<file path="config.mk">
export PLATFORM = sky130hd
export DESIGN_NAME = pipe_stage_reg
export DESIGN_NICKNAME = d
export VERILOG_FILES = /design/src/rtl/pipe_stage_reg.sv
export SDC_FILE = /design/constraint.sdc
export NUM_CORES = 1
export LEC_CHECK = 0
export BUFFER_PORTS_ARGS = -buffer_cell sky130_fd_sc_hd__buf_2
export CORE_MARGIN = 4
export CORE_UTILIZATION = 51
export DETAILED_ROUTE_END_ITERATION = 12
export PLACE_DENSITY = 0.89
export SLEW_MARGIN = 20
export SYNTH_ARGS = -nofsm -noshare
export SYNTH_HDL_FRONTEND = slang
export SYNTH_SLANG_ARGS = --single-unit
</file>
<file path="constraint.sdc">
create_clock -name CLK -period 3.5 [get_ports CLK]
set_clock_uncertainty 0.2 [all_clocks]
set_input_delay 0 -clock CLK [delete_from_list [all_inputs] [get_ports CLK]]
set_output_delay 0 -clock CLK [all_outputs]
set_load 0.005 [all_outputs]
</file>
<file path="src/rtl/pipe_stage_reg.sv">
// Generic inter-stage pipeline register with valid/ready handshake, flush,
// optional two-entry skid buffer and a saturating stall-cycle counter.
module pipe_stage_reg #(
    parameter int DATA_W = 32,
    parameter int CTRL_W = 3,
    parameter int SKID   = 0,
    parameter int CNT_W  = 16
) (
    input  logic              CLK,
    input  logic              RST_N,
    input  logic              flush,
    input  logic              in_valid,
    output logic              in_ready,
    input  logic [DATA_W-1:0] in_data,
    input  logic [CTRL_W-1:0] in_ctrl,
    output logic              out_valid,
    input  logic              out_ready,
    output logic [DATA_W-1:0] out_data,
    output logic [CTRL_W-1:0] out_ctrl,
    output logic [CNT_W-1:0]  stall_cnt,
    input  logic              stall_clr
);

    typedef enum logic [1:0] {ST_EMPTY, ST_ONE, ST_FULL} state_t;

    logic              head_valid;
    logic [DATA_W-1:0] head_data;
    logic [CTRL_W-1:0] head_ctrl;

    generate
        if (SKID == 0) begin : g_single
            logic              valid_q, valid_d;
            logic [DATA_W-1:0] data_q, data_d;
            logic [CTRL_W-1:0] ctrl_q, ctrl_d;
            logic              accept, pop;

            assign in_ready = out_ready | ~valid_q;
            assign accept   = in_valid & in_ready & ~flush;
            assign pop      = valid_q & out_ready;

            always_comb begin
                valid_d = valid_q;
                data_d  = data_q;
                ctrl_d  = ctrl_q;
                if (accept) begin
                    valid_d = 1'b1;
                    data_d  = in_data;
                    ctrl_d  = in_ctrl;
                end else if (pop) begin
                    valid_d = 1'b0;
                end
                if (flush) valid_d = 1'b0;
            end

            always_ff @(posedge CLK or negedge RST_N) begin
                if (!RST_N) begin
                    valid_q <= 1'b0;
                    data_q  <= '0;
                    ctrl_q  <= '0;
                end else begin
                    valid_q <= valid_d;
                    data_q  <= data_d;
                    ctrl_q  <= ctrl_d;
                end
            end

            assign head_valid = valid_q;
            assign head_data  = data_q;
            assign head_ctrl  = ctrl_q;
        end else begin : g_skid
            state_t            state_q, state_d;
            logic              in_ready_q;
            logic [DATA_W-1:0] main_data_q, main_data_d, skid_data_q, skid_data_d;
            logic [CTRL_W-1:0] main_ctrl_q, main_ctrl_d, skid_ctrl_q, skid_ctrl_d;
            logic              accept, pop;

            assign in_ready = in_ready_q;
            assign accept   = in_valid & in_ready_q & ~flush;
            assign pop      = (state_q != ST_EMPTY) & out_ready;

            always_comb begin
                state_d     = state_q;
                main_data_d = main_data_q;
                main_ctrl_d = main_ctrl_q;
                skid_data_d = skid_data_q;
                skid_ctrl_d = skid_ctrl_q;
                case (state_q)
                    ST_EMPTY: begin
                        if (accept) begin
                            state_d     = ST_ONE;
                            main_data_d = in_data;
                            main_ctrl_d = in_ctrl;
                        end
                    end
                    ST_ONE: begin
                        if (accept && pop) begin
                            main_data_d = in_data;
                            main_ctrl_d = in_ctrl;
                        end else if (accept) begin
                            state_d     = ST_FULL;
                            skid_data_d = in_data;
                            skid_ctrl_d = in_ctrl;
                        end else if (pop) begin
                            state_d = ST_EMPTY;
                        end
                    end
                    ST_FULL: begin
                        if (pop) begin
                            state_d     = ST_ONE;
                            main_data_d = skid_data_q;
                            main_ctrl_d = skid_ctrl_q;
                        end
                    end
                    default: state_d = ST_EMPTY;
                endcase
                if (flush) state_d = ST_EMPTY;
            end

            always_ff @(posedge CLK or negedge RST_N) begin
                if (!RST_N) begin
                    state_q     <= ST_EMPTY;
                    in_ready_q  <= 1'b1;
                    main_data_q <= '0;
                    main_ctrl_q <= '0;
                    skid_data_q <= '0;
                    skid_ctrl_q <= '0;
                end else begin
                    state_q     <= state_d;
                    in_ready_q  <= (state_d != ST_FULL);
                    main_data_q <= main_data_d;
                    main_ctrl_q <= main_ctrl_d;
                    skid_data_q <= skid_data_d;
                    skid_ctrl_q <= skid_ctrl_d;
                end
            end

            assign head_valid = (state_q != ST_EMPTY);
            assign head_data  = main_data_q;
            assign head_ctrl  = main_ctrl_q;
        end
    endgenerate

    // A bubble must never present live control bits downstream.
    assign out_valid = head_valid;
    assign out_data  = head_data;
    assign out_ctrl  = head_valid ? head_ctrl : '0;

    logic [CNT_W-1:0] stall_q, stall_d;

    always_comb begin
        stall_d = stall_q;
        if (stall_clr)
            stall_d = '0;
        else if (head_valid && !out_ready && (stall_q != {CNT_W{1'b1}}))
            stall_d = stall_q + CNT_W'(1);
    end

    always_ff @(posedge CLK or negedge RST_N) begin
        if (!RST_N) stall_q <= '0;
        else        stall_q <= stall_d;
    end

    assign stall_cnt = stall_q;

endmodule

</file>
==> metrics, run 1 <==
status complete, no violations; Max Cap Viol 0; final WL between 5000 and 6000 um; P_int just over 1000 uW; H-tree Lvls 2; critical path arrival 2.25 ns; Post-synth ARST share 1.00; post-synthesis cell count ~170; cts repair resizes 0; Slew Limit Fails 0; grt met3 use 0.0534; mux contribution to synthesized area 0.177; Synth Area in XOR/XNOR 0.0423; CP Max Fanout 8; FF+latch count, synth 52; period utilization 0.646; Crit. End Element register; first-pass GRT wire length approximately 8300 um; relative slew slack 0.567; Clock power frac 0.297; routability cong. roughly 0.87; Critical R2R Launch out_valid; unrepaired setup endpoints after global routing no; hold path start out_ready; number of synthesized flops with an enable pin 0; post-synthesis sequential area ratio 0.571; PortBufs 93; met2 Use GR 0.337; crit path launch type register; total core area about 4400 um^2; post-synth cell types 35; drt first pass iters 4; sequential share of power 0.523; Synthesized Nets ~210; Final TNS setup 0 ns; initial antenna violation count 0; TritonCTS buffer count 5; met1 usage 0.234; sw power ~310 uW; nets around 350; Crit path required time between 3 and 4 ns; largest net degree at the start of global routing between 50 and 60; Peak Freq about 440 MHz; row cnt 24; CTS tree done; WL per Instance around 15 um; # IOs 94; Netlist Area Pre-Place about 2300 um^2; maximum clock path buffer count 2; Die Area around 5600 um^2; Lkg Pwr between 0.0015 and 0.002 uW; most frequent cells in the layout 92 x buf_2, 52 x dfrtp_1, 39 x dlygate4sd3_1; Tmin final between 2 and 2.5 ns; CP startpoint out_valid; total grt overflow 0; final total power 1350 uW; post-CTS setup buffer count 0; GR peak layer met2; clock latency on the worst-skew pair roughly 0.30 ns; endpoints failing setup 0; Die Ht approximately 75 um; Final Hold Slack about 0.026 ns; total track usage 0.195; Pwr Density roughly 410 nW/um^2; layout cells sized above 1 0.480; combinational family with the most area after synthesis multiplexers; Post-Synth Simple-Gate Area 0.123; vias per cell roughly 5.2; Ys Warns 0; Clock transition at path regs about 0.09 ns; Initial DRC Count approximately 40; Worst VDD drop approximately 0.3 mV; Hold Crit Class input pin to register; DRC 0; final core occ 0.751; CP Class register to register; root buffer selected by CTS clkbuf_8; leading cell type in the layout, fill and taps excluded buf_2; Comb pwr share 0.180; Synth-to-Final Area Change 43.5%; starting density of the core 0.524; antenna viol nets, final 0; post-DP HPWL 3390 um; CTS Sinks 52; DR vias roughly 1,800; number of global-route vias before repair about 1,800; endpoints failing hold 0; Synth Area per Inst between 10 and 15 um^2; worst-margin pin slew ~0.65 ns; Synth Area in Adders 0.00549; Primary FF master, synth dfrtp_1; Compound-Gate Fraction of Synth Area 0.0582; sw frac 0.233; Die X between 70 and 80 um
## path summary, 6_finish.rpt
kind	slack, ns	end	depth (start not counted)
hold reg to reg	0.31	g_single.ctrl_q[2]	1
hold / removal	0.03	stall_cnt[12]	5
max in group asynchronous	2.62	out_data[19]	2
setup / recovery	1.24	stall_cnt[10]	5
min in group asynchronous	0.05	out_data[4]	2
setup reg to reg	1.24	stall_cnt[10]	5
## worst max-delay path, cell delays in order (launching register included)
cell and delay (ns):
dfrtp_1 0.40, nor2b_1 0.56, inv_2 0.21, or4_4 0.58
xor2_1 0.14, nor2_1 0.05
## routing by layer
layer	wire [um]	up-vias
li1	-	874
met5	0	-
met2	2730	76
met1	2180	887
met4	111	0
met3	406	10
## logic make-up after synthesis
kind of cell	Yosys count
adders and majority gates	1
muxes	36
and+or+nand+nor	46
DFF	52
AOI/OAI and AO/OA	16
buffers and inverters	9
xor gates and xnor gates	11
## power groups by stage
stage          clock, uW  combinational [uW]  sequential, uW
6_report             400                 243             704
4_1_cts              414                 243             703
5_1_grt              438                 268             713
3_5_place_dp           0                 210             716
3_3_place_gp           0                 204             710
2_1_floorplan          0                87.3             722
## sequential cells by signal, summed over array words and instances, names as in the netlist
signal	cells
g_single.ctrl_q	3
out_data	32
out_valid	1
stall_cnt	16
## area by class of cell
cell class / instances / area, um^2
antenna: 1 / 2.50
sequential: 52 / 1300
clock inverter: 2 / 35.0
multi-input combinational: 110 / 926
clock buffer: 6 / 72.6
timing repair buffer: 133 / 866
inverter: 1 / 3.75
tap: 52 / 65.1
fill: 302 / 1080
## per-stage QoR
stage	setup WS [ns]	std cells	area, um^2
2_1_floorplan	1.44	171	2280
3_3_place_gp	1.35	309	2770
3_5_place_dp	1.25	309	2770
4_1_cts	1.23	356	3270
5_1_grt	1.15	356	3270
6_report	1.24	357	3270
## what timing repair did
action | in CTS | in global routing
hold endpoints to repair | 104 | 0
endpoints found under the setup margin | 0 | 0
hold buffers | 39 | 0
## cell usage after synthesis (all sizes together) (4+ instances only)
cell type   n  share of area
a21oi       5          0.011
and2        4          0.011
and4        4          0.018
buf         7          0.020
dfrtp      52           0.57
mux2       35           0.17
nand2       6         0.0099
nand3       5          0.011
nand4       5          0.020
nor2       14          0.023
xnor2       6          0.023
xor2        5          0.019
No activity file was read; power rests on OpenSTA's default activity.
==> run 2: changes to the inputs <==
- CORE_UTILIZATION: 51 -> 43
- PLACE_DENSITY: 0.89 -> 0.81
- clock period: 3.5 -> 2 ns (I/O delays scaled with it)
==> metrics, run 2 (synthesized netlist as in run 1, its figures left out) <==
status complete, no violations; most frequent cells in the layout 93 x buf_2, 51 x dfrtp_1, 39 x dlygate4sd3_1; non-filler cells, final 392 (+9.8%); period utilization 0.995 (+0.349); CP Class register to register; leading cell type in the layout, fill and taps excluded buf_2; root buffer selected by CTS clkbuf_8; critical path arrival 1.97 ns (-0.28 ns); nets 363 (+5.2%); relative slew slack 0.633 (+0.0665); diodes inserted 0 (-1); crit path launch type register; H-tree Lvls 2 (unchanged); number of global-route vias before repair 1,997 (+13%); Worst VDD drop 0.366 mV (+22%); PortBufs 93 (unchanged); Max Cap Viol 0 (unchanged); drt first pass iters 4 (unchanged); Pwr Density 667 nW/um^2 (+62%); Reg2Reg Depth 6 (+1); post-place setup slack 0.0420 ns (-1.21 ns); routability cong. 0.855 (-1.3%); CP startpoint stall_cnt[0]; worst-margin pin slew 0.550 ns (-0.0983 ns); vias per cell 4.95 (-4.3%); Slew Limit Fails 0 (unchanged); CP Max Fanout 4 (-4); Final Hold Slack 0.0221 ns (-0.00359 ns); Die X 80.8 um (+8.0%); DRC 0 (unchanged); starting density of the core 0.446 (-0.0772); unrepaired setup endpoints after global routing yes; Crit. End Element register; final core occ 0.675 (-0.0763); Inst Count DP 342 (+11%); row cnt 26 (+8.3%); Hold Crit Class input pin to asynchronous set/reset pin; Final WS setup 0.0107 ns (-1.23 ns); total grt overflow 0 (unchanged); Tmin final 1.99 ns (-0.272 ns); Lkg Pwr 0.00162 uW (+4.9%); Die Area 6530 um^2 (+17%); Crit path required time 1.98 ns (-1.50 ns); antenna viol nets, final 0 (unchanged); Synth-to-Final Area Change 51.3%; Clock transition at path regs 0.09 ns (about the same); largest net degree at the start of global routing 31 (-42%); Initial DRC Count 75 (+83%); DR vias 1,941 (+5.1%); # IOs 94 (unchanged); total track usage 0.187 (-0.00766); final WL 5990 um (+10%); maximum clock path buffer count 2 (unchanged); Final TNS setup 0 ns (unchanged); Die Ht 80.8 um (+8.0%); endpoints failing hold 0 (unchanged); TritonCTS buffer count 5 (unchanged); CTS Sinks 52 (unchanged); clock latency on the worst-skew pair 0.30 ns (about the same); post-DP HPWL 3740 um (+10%); layout cells sized above 1 0.519 (+0.0384); initial antenna violation count 0 (unchanged); first-pass GRT wire length 9380 um (+13%); Largest register FFs 32 (unchanged); Peak Freq 503 MHz (+14%); WL per Instance 15.3 um (+0.52%); endpoints failing setup 0 (unchanged); total core area 5110 um^2 (+17%); CTS tree done; Critical R2R Launch stall_cnt[0]
## run 2: worst paths after layout
kind,endpoint,slack (ns)
setup / recovery,stall_cnt[10],0.01
hold / removal,out_data[31],0.02
min in group CLK,stall_cnt[12],0.03
max in group asynchronous,out_data[30],1.04
hold reg to reg,g_single.ctrl_q[0],0.31
setup reg to reg,stall_cnt[10],0.01
## run 2: metrics by stage
stage	area, um^2	power (uW)
after floorplan	2290	1420
after global placement	2930	1620
after detailed placement	2930	1630
after CTS	3420	2310
after global routing	3450	2420
final	3450	2300
## run 2: cell type report
| class | count | area, um^2 |
|---|---|---|
| clock inverters | 1 | 7.51 |
| repair buffers | 150 | 1000 |
| inverters | 1 | 3.75 |
| clock buffers | 7 | 86.3 |
| well taps | 70 | 87.6 |
| fillers | 395 | 1660 |
| multi-input cells | 111 | 957 |
| flip-flops and latches | 52 | 1300 |
## run 2: power by group
part / switching (uW) / internal, uW / leakage, uW
combinational: 170 / 273 / 0.000927
clock: 339 / 282 / 0.0000445
sequential: 63.8 / 1170 / 0.000646
total: 573 / 1730 / 0.00162
## run 2: what timing repair did
item / in CTS / in global routing
resized for setup: 0 / 3
endpoints found under the setup margin: 0 / 10
endpoints found under the hold margin: 104 / 0
buffers inserted: 0 / 2
hold buffers: 39 / 0
## run 2: routing by layer
| layer | routed length, um | GRT usage | vias to the layer above | share of wire |
|---|---|---|---|---|
| li1 | - | - | 915 | - |
| met1 | 2340 | 0.211 | 940 | 0.39 |
| met2 | 3180 | 0.355 | 80 | 0.53 |
| met3 | 402 | 0.0421 | 6 | 0.067 |
| met4 | 71 | 0.0456 | 0 | 0.012 |
| met5 | 0 | 0 | - | 0 |
## run 2: worst max-delay path, stage by stage, from the launching register on
cell     delay (ns)
dfrtp_1        0.37
ha_2           0.19
and4_4         0.26
nand4_4        0.13
or4_4          0.54
xor2_1         0.14
nor2_1         0.05
